<file path="src/rtl/bank_readback.sv">
// Serializes a captured parameter bank into pipe words for okPipeOut readback, word 0 first.
// Optional READBACK_CHECKSUM_EN appends a mod-2^WORD_W sum of all data words as a final word.
module bank_readback #(
   parameter int unsigned WORD_W    = 16,
   parameter int unsigned NUM_WORDS = 64,
   parameter int unsigned ADDR_W    = 6
) (
   input  logic                        clk,
   input  logic                        reset_n,
   input  logic                        snapshot,
   input  logic [WORD_W*NUM_WORDS-1:0] bank_in,
   input  logic                        ep_read,
   output logic [WORD_W-1:0]           ep_datain,
   output logic                        busy,
   output logic                        done,
   output logic [ADDR_W:0]             word_count,
   output logic                        underrun
);

   localparam int unsigned BANK_W = WORD_W * NUM_WORDS;
   localparam int unsigned CNT_W  = ADDR_W + 1;

   localparam logic [ADDR_W-1:0] LAST_PTR = ADDR_W'(NUM_WORDS - 1);

   localparam logic [1:0] ST_IDLE  = 2'd0;
   localparam logic [1:0] ST_SEND  = 2'd1;
`ifdef READBACK_CHECKSUM_EN
   localparam logic [1:0] ST_CHECK = 2'd2;
`endif

   logic [1:0]        state;
   logic [1:0]        state_nxt;
   logic [BANK_W-1:0] shadow;
   logic [BANK_W-1:0] shadow_nxt;
   logic [ADDR_W-1:0] ptr;
   logic [ADDR_W-1:0] ptr_nxt;
   logic [ADDR_W-1:0] ptr_inc;
   logic [CNT_W-1:0]  count_nxt;
   logic [WORD_W-1:0] data_nxt;
   logic              busy_nxt;
   logic              done_nxt;
   logic              underrun_nxt;

   // Word view of the shadow copy so the pointer selects a whole word
   logic [WORD_W-1:0] words [NUM_WORDS];

   for (genvar g = 0; g < NUM_WORDS; g++) begin : g_words
      assign words[g] = shadow[g*WORD_W +: WORD_W];
   end

   assign ptr_inc = ptr + ADDR_W'(1);

`ifdef READBACK_CHECKSUM_EN
   logic [WORD_W-1:0] sum;
   logic [WORD_W-1:0] sum_nxt;
   logic [WORD_W-1:0] sum_add;

   assign sum_add = sum + words[ptr];
`endif

   // State register and registered outputs
   always_ff @(posedge clk or negedge reset_n) begin
      if (!reset_n) begin
         state      <= ST_IDLE;
         shadow     <= '0;
         ptr        <= '0;
         ep_datain  <= '0;
         busy       <= 1'b0;
         done       <= 1'b0;
         word_count <= '0;
         underrun   <= 1'b0;
`ifdef READBACK_CHECKSUM_EN
         sum        <= '0;
`endif
      end else begin
         state      <= state_nxt;
         shadow     <= shadow_nxt;
         ptr        <= ptr_nxt;
         ep_datain  <= data_nxt;
         busy       <= busy_nxt;
         done       <= done_nxt;
         word_count <= count_nxt;
         underrun   <= underrun_nxt;
`ifdef READBACK_CHECKSUM_EN
         sum        <= sum_nxt;
`endif
      end
   end

   // Next state; snapshot restarts from any state and outranks a same-cycle read
   always_comb begin
      state_nxt    = state;
      shadow_nxt   = shadow;
      ptr_nxt      = ptr;
      count_nxt    = word_count;
      data_nxt     = ep_datain;
      busy_nxt     = busy;
      done_nxt     = 1'b0;
      underrun_nxt = underrun;
`ifdef READBACK_CHECKSUM_EN
      sum_nxt      = sum;
`endif

      if (snapshot) begin
         state_nxt    = ST_SEND;
         shadow_nxt   = bank_in;
         ptr_nxt      = '0;
         count_nxt    = '0;
         data_nxt     = bank_in[WORD_W-1:0];
         busy_nxt     = 1'b1;
         underrun_nxt = 1'b0;
`ifdef READBACK_CHECKSUM_EN
         sum_nxt      = '0;
`endif
      end else begin
         case (state)
            ST_IDLE: begin
               data_nxt = '0;
               if (ep_read) begin
                  underrun_nxt = 1'b1;
               end
            end

            ST_SEND: begin
               if (ep_read) begin
                  count_nxt = word_count + CNT_W'(1);
                  if (ptr == LAST_PTR) begin
`ifdef READBACK_CHECKSUM_EN
                     state_nxt = ST_CHECK;
                     data_nxt  = sum_add;
                     sum_nxt   = sum_add;
`else
                     state_nxt = ST_IDLE;
                     data_nxt  = '0;
                     busy_nxt  = 1'b0;
                     done_nxt  = 1'b1;
`endif
                  end else begin
                     ptr_nxt  = ptr_inc;
                     data_nxt = words[ptr_inc];
`ifdef READBACK_CHECKSUM_EN
                     sum_nxt  = sum_add;
`endif
                  end
               end
            end

`ifdef READBACK_CHECKSUM_EN
            ST_CHECK: begin
               if (ep_read) begin
                  state_nxt = ST_IDLE;
                  count_nxt = word_count + CNT_W'(1);
                  data_nxt  = '0;
                  busy_nxt  = 1'b0;
                  done_nxt  = 1'b1;
               end
            end
`endif

            default: begin
               state_nxt = ST_IDLE;
               data_nxt  = '0;
               busy_nxt  = 1'b0;
            end
         endcase
      end
   end

endmodule

</file>
<file path="config.mk">
export PLATFORM = sky130hd
export DESIGN_NAME = bank_readback
export DESIGN_NICKNAME = d
export VERILOG_FILES = /design/src/rtl/bank_readback.sv
export SDC_FILE = /design/constraint.sdc
export NUM_CORES = 2
export LEC_CHECK = 0
export ABC_AREA = 0
export BUFFER_PORTS_ARGS = -buffer_cell sky130_fd_sc_hd__buf_2
export CAP_MARGIN = 20
export CORE_AREA = 2 2 413 415
export DETAILED_ROUTE_END_ITERATION = 16
export DIE_AREA = 0 0 415 417
export PLACE_DENSITY = 0.47
export SYNTH_ARGS = -nofsm -noshare
export SYNTH_HDL_FRONTEND = slang
export SYNTH_SLANG_ARGS = --single-unit
</file>
<file path="constraint.sdc">
create_clock -name clk -period 2.8 [get_ports clk]
set_input_delay 0.42 -clock clk [delete_from_list [all_inputs] [get_ports clk]]
set_output_delay 0.42 -clock clk [all_outputs]
set_load 0.05 [all_outputs]
</file>
# Word level (Yosys, flattened, before mapping)
# Cells that the tools add are included.
# totals
register_bits	1058
wordCells	55
output_inout_bits	26
inputBits	1028
# op_classes
n_eq_ne	6
magnitude_cmp	1
muxes	29
reduce_logical	8
bitwise_logic	1
n_addsub	2
# ops
operator	count
$bmux 16 s6	1
$mux 16	6
$mux 6	4
$mux 7	3
$mux 1	10
$add 7x1->7 const B	1
$ge 7x7->1 const B	1
$not 6->7	1
$add 6x1->6 const B	1
$eq 6x6->1 const B	1
$mux 2	3
$ne 3x3->1 const B	2
$reduce_and 3->1	2
$reduce_bool 2->1	3
$ne 2x2->1 const B	2
$pmux 2 s2	1
$reduce_and 2->1	2
$eq 2x1->1 const B	1
$logic_not 2->1	1
$pmux 1 s2	1

# Longest topological paths before layout
# depth
depth_word	9
mapped_depth	11
depth_no_buf	7

# Worst setup path before layout
# Ideal clock, no wire load.
# synth_timing
path_kind	register to register
startpoint	reg ptr[1]
endpoint	reg ep_datain[5]
path_stages_with_launch	10
path_buffers	3
setup_time_ps	131
path_slack_ps	112
required_time_ps	2669
period_less_slack_ps	2688
arrival_ps	2556
cell_sequence	dfrtp_1 -> ha_1 -> clkbuf_1 -> buf_2 -> buf_1 -> mux4_2 -> mux4_2 -> nand2_1 -> a21oi_1 -> or3_1
# synth_via
elab_chain_cells	9
word_cells_on_any_way	10
cone_classes	add/sub (1); eq/ne (1); mux (7); bitwise (1)
# synth_rtl
item	line	source
start: declaration	35	logic [ADDR_W-1:0] ptr;
start signal: assignment	78	ptr <= ptr_nxt;
$add 6x1->6	51	assign ptr_inc = ptr + ADDR_W'(1);
$not 6->7 (not written as such)	140	data_nxt = words[ptr_inc];
$bmux 16 s6	140	
$mux 16 (not written as such) (2 in series)	140	
$mux 16 *	127	if (ptr == LAST_PTR) begin
$mux 16 *	125	if (ep_read) begin
$mux 16 *	116	case (state)
$mux 16 *	104	if (snapshot) begin
end signal: assignment	79	ep_datain <= data_nxt;
end: declaration	13	output logic [WORD_W-1:0] ep_datain,
# Mark *: on every way between the ends. The rest lies on a longest branch, timed or not. The select of a mux whose other input is x is not followed.
# A chain may end at the register's enable or synchronous reset.

# Worst setup path after layout
# layout_timing
startpoint	reg ptr[0]
endpoint	reg ep_datain[5]
# Same word-level chain as after synthesis.

==> reports/metrics.cfg <==
[worst_setup_path]
required_ns=3.45
critPathMaxFanout=7
cp.arrival_ns=3.46
path_class=reg -> reg
startpoint_type=flip-flop
endpoint_kind=flip-flop

[power]
ir_drop_v=0.0005229
p_leak_uw=0.03068
powerDensity_nw_per_um2=616.1
power.total_uw=44370

[synth]
yosys.area.top_type_share=0.5573
synth.net_count=3950
ys_seq_area_frac=0.5573
netlist.top_cell.by_area=dfrtp_1
synth_edf_count=0
yosys-top-cells-count=1056 x dfrtp_1, 1024 x mux2_2, 289 x mux4_2, 141 x clkbuf_1, 104 x nand2_1
synth_flop_cell=dfrtp_1
synthDistinctLibCells=50
syn-cell-area_sq_um=47420
syn_area_per_cell_sq_um=16.24
yosys_warnings=0
synth.area.top_cells=dfrtp_1 56%, mux2_2 24%, mux4_2 14%
synth-async-reset-ratio=1.000
ys_ff_latch=1056
yosysMostFrequentCell=dfrtp_1
postSynthCellCount=2920

[routing]
wl_um=202300
first_pass_iters=5
wl_per_cell_um=27.04
vias=35880
drtIter0Drc=2204
routed_via_density=4.797
drcViolationCount=0
ant_nets=0

[grt]
first_global_vias=39570
met2_usage=0.3666
grt_busiest_layer=met2
grt_pass1_wl_um=285900
grt_remaining_overflow=0
grt.total_usage=0.2304
grt_max_degree=163
met1_usage=0.2937
antenna_found_initial=54
gr-usage-met3=0.04053

[die]
io_pins=1054
initial_core_util=0.2814
die_y_um=417
die-area_sq_um=173100
fp-row-count=151
dieWidth_um=415
core_sq_um=168500

[cts]
cts_root_buffer=clkbuf_16
cts_sinks=1056
clkTransAtPathRegs_ns=0.06
cts_tree=built
cts_buffer_depth=3
clock_latency_ns=0.79
numCtsBuffers=133
h-tree-depth=4

[layout]
regArea_sq_um=26430
final_cells=7479
drive_above_1_share=0.5397
final_nets=6142
fillers=15490
multi_input_area_sq_um=20390
utilization=0.4273
area_growth_pct=51.87

[status]
violations=setup timing
outcome=finished, violations left

[min_path]
hold_path.class=in -> reg

[timing]
rsz0062_at_grt=true
slew_violations=0
tightest_slew_ns=1.150
fin_crit_ns=2.817
setup_viol_count_final=1
fmax_ghz=0.3550
fin_ws_ns=-0.01669
fin_skew_ns=0.02198
fin_setup_tns_ns=-0.01669
min_period_over_period=1.006
hold_viol_final=0
timing.slew.headroom=0.2336

[placed_design]
place_congestion=0.8557
place_inst=6142
dp_hpwl_um=145000
io_buffers=1053

[run]
cap_viol_max_count=0

## layout by cell type (no fill, tap or decap), types with 20 or more instances in the layout
cell / count
dfrtp_1: 1055
buf_2: 1051
dlygate4sd3_1: 1025
mux2_2: 1024
mux4_2: 289
clkbuf_16: 141
buf_4: 105
nand2_1: 90
buf_12: 51
nor2_1: 46
diode_2: 43
clkbuf_1: 35
nand3_1: 27
clkinv_2: 22
clkbuf_8: 22
nand4_1: 20
## timing repair
item / in CTS / in global routing
hold buffers: 1025 / 0
endpoints found under the hold margin: 1188 / 0
pin swaps: 21 / 29
setup endpoints to repair: 16 / 16
cloned: 9 / 2
gates resized for setup: 70 / 33
setup buffers: 25 / 6
## state kept, by name, indices dropped and copies added, names as in the netlist
register    cells
done            1
ep_datain      16
ptr             6
shadow       1024
state           1
underrun        1
word_count      7
## where the power goes
group          total, uW  switching [uW]  internal (uW)
registers          17800            1020          16800
clock network      17600            7220          10400
logic               8960            3920           5040
total              44400           12200          32200
## area by class of cell
| type | count | share of cell area |
|---|---|---|
| sequential | 1056 | 0.3670 |
| multi-input combinational | 1656 | 0.2831 |
| timing repair buffer | 2263 | 0.2485 |
| clock buffer | 196 | 0.05433 |
| tap | 2218 | 0.03854 |
| clock inverter | 45 | 0.006915 |
| antenna | 43 | 0.001494 |
| inverter | 2 | 0.0001042 |
## worst paths after layout
path	start	endpoint	slack [ns]	cells past startpoint
max	ptr[0]$_DFFE_PN0P_	ep_datain[5]$_DFFE_PN0P_	-0.02	8
min	ep_read	state[0]$_DFFE_PN0P_	0.08	3
max reg2reg	ptr[0]$_DFFE_PN0P_	ep_datain[5]$_DFFE_PN0P_	-0.02	8
min reg2reg	shadow[1019]$_DFFE_PN0P_	shadow[1019]$_DFFE_PN0P_	0.50	1
max in group asynchronous	reset_n	shadow[472]$_DFFE_PN0P_	1.54	3
min in group asynchronous	reset_n	shadow[582]$_DFFE_PN0P_	0.16	2
## kinds of logic (layout without fill, tap and decap cells)
group                      Yosys count  count (layout)  synth area share
muxes                             1328            1328            0.3836
buffers and inverters              208            2506           0.02082
other                                0              43                 0
DFF                               1056            1056            0.5573
AOI/OAI and AO/OA                   88              88           0.01369
xor gates and xnor gates            14              14          0.002903
adders and majority gates            2               2         0.0005276
and+or+nand+nor                    224             224           0.02121
## through the flow
step / instance area (sq um) / hold slack (ns) / setup WS, ns
floorplan: 47420 / 0.1244 / 0.1124
global placement: 56380 / 0.3916 / -0.2047
detailed placement: 56380 / 0.3946 / -0.2472
CTS: 71830 / 0.009895 / -0.04436
global route: 72000 / 0.07166 / -0.06897
finish: 72020 / 0.08360 / -0.01669
## worst max-delay path: stages (launching register included)
cell	delay, ns
dfrtp_4	0.51
ha_4	0.34
buf_6	0.14
buf_12	0.14
mux4_2	0.35
mux4_2	0.57
nand2_2	0.14
a21oi_4	0.11
or3_1	0.37
## metal layers
metal | vias to the layer above | share of wire
met5 | - | 0.00044
met4 | 12 | 0.063
met3 | 531 | 0.043
met2 | 1245 | 0.47
met1 | 18600 | 0.42
li1 | 15490 | -
(Power assumes the default switching activity.)
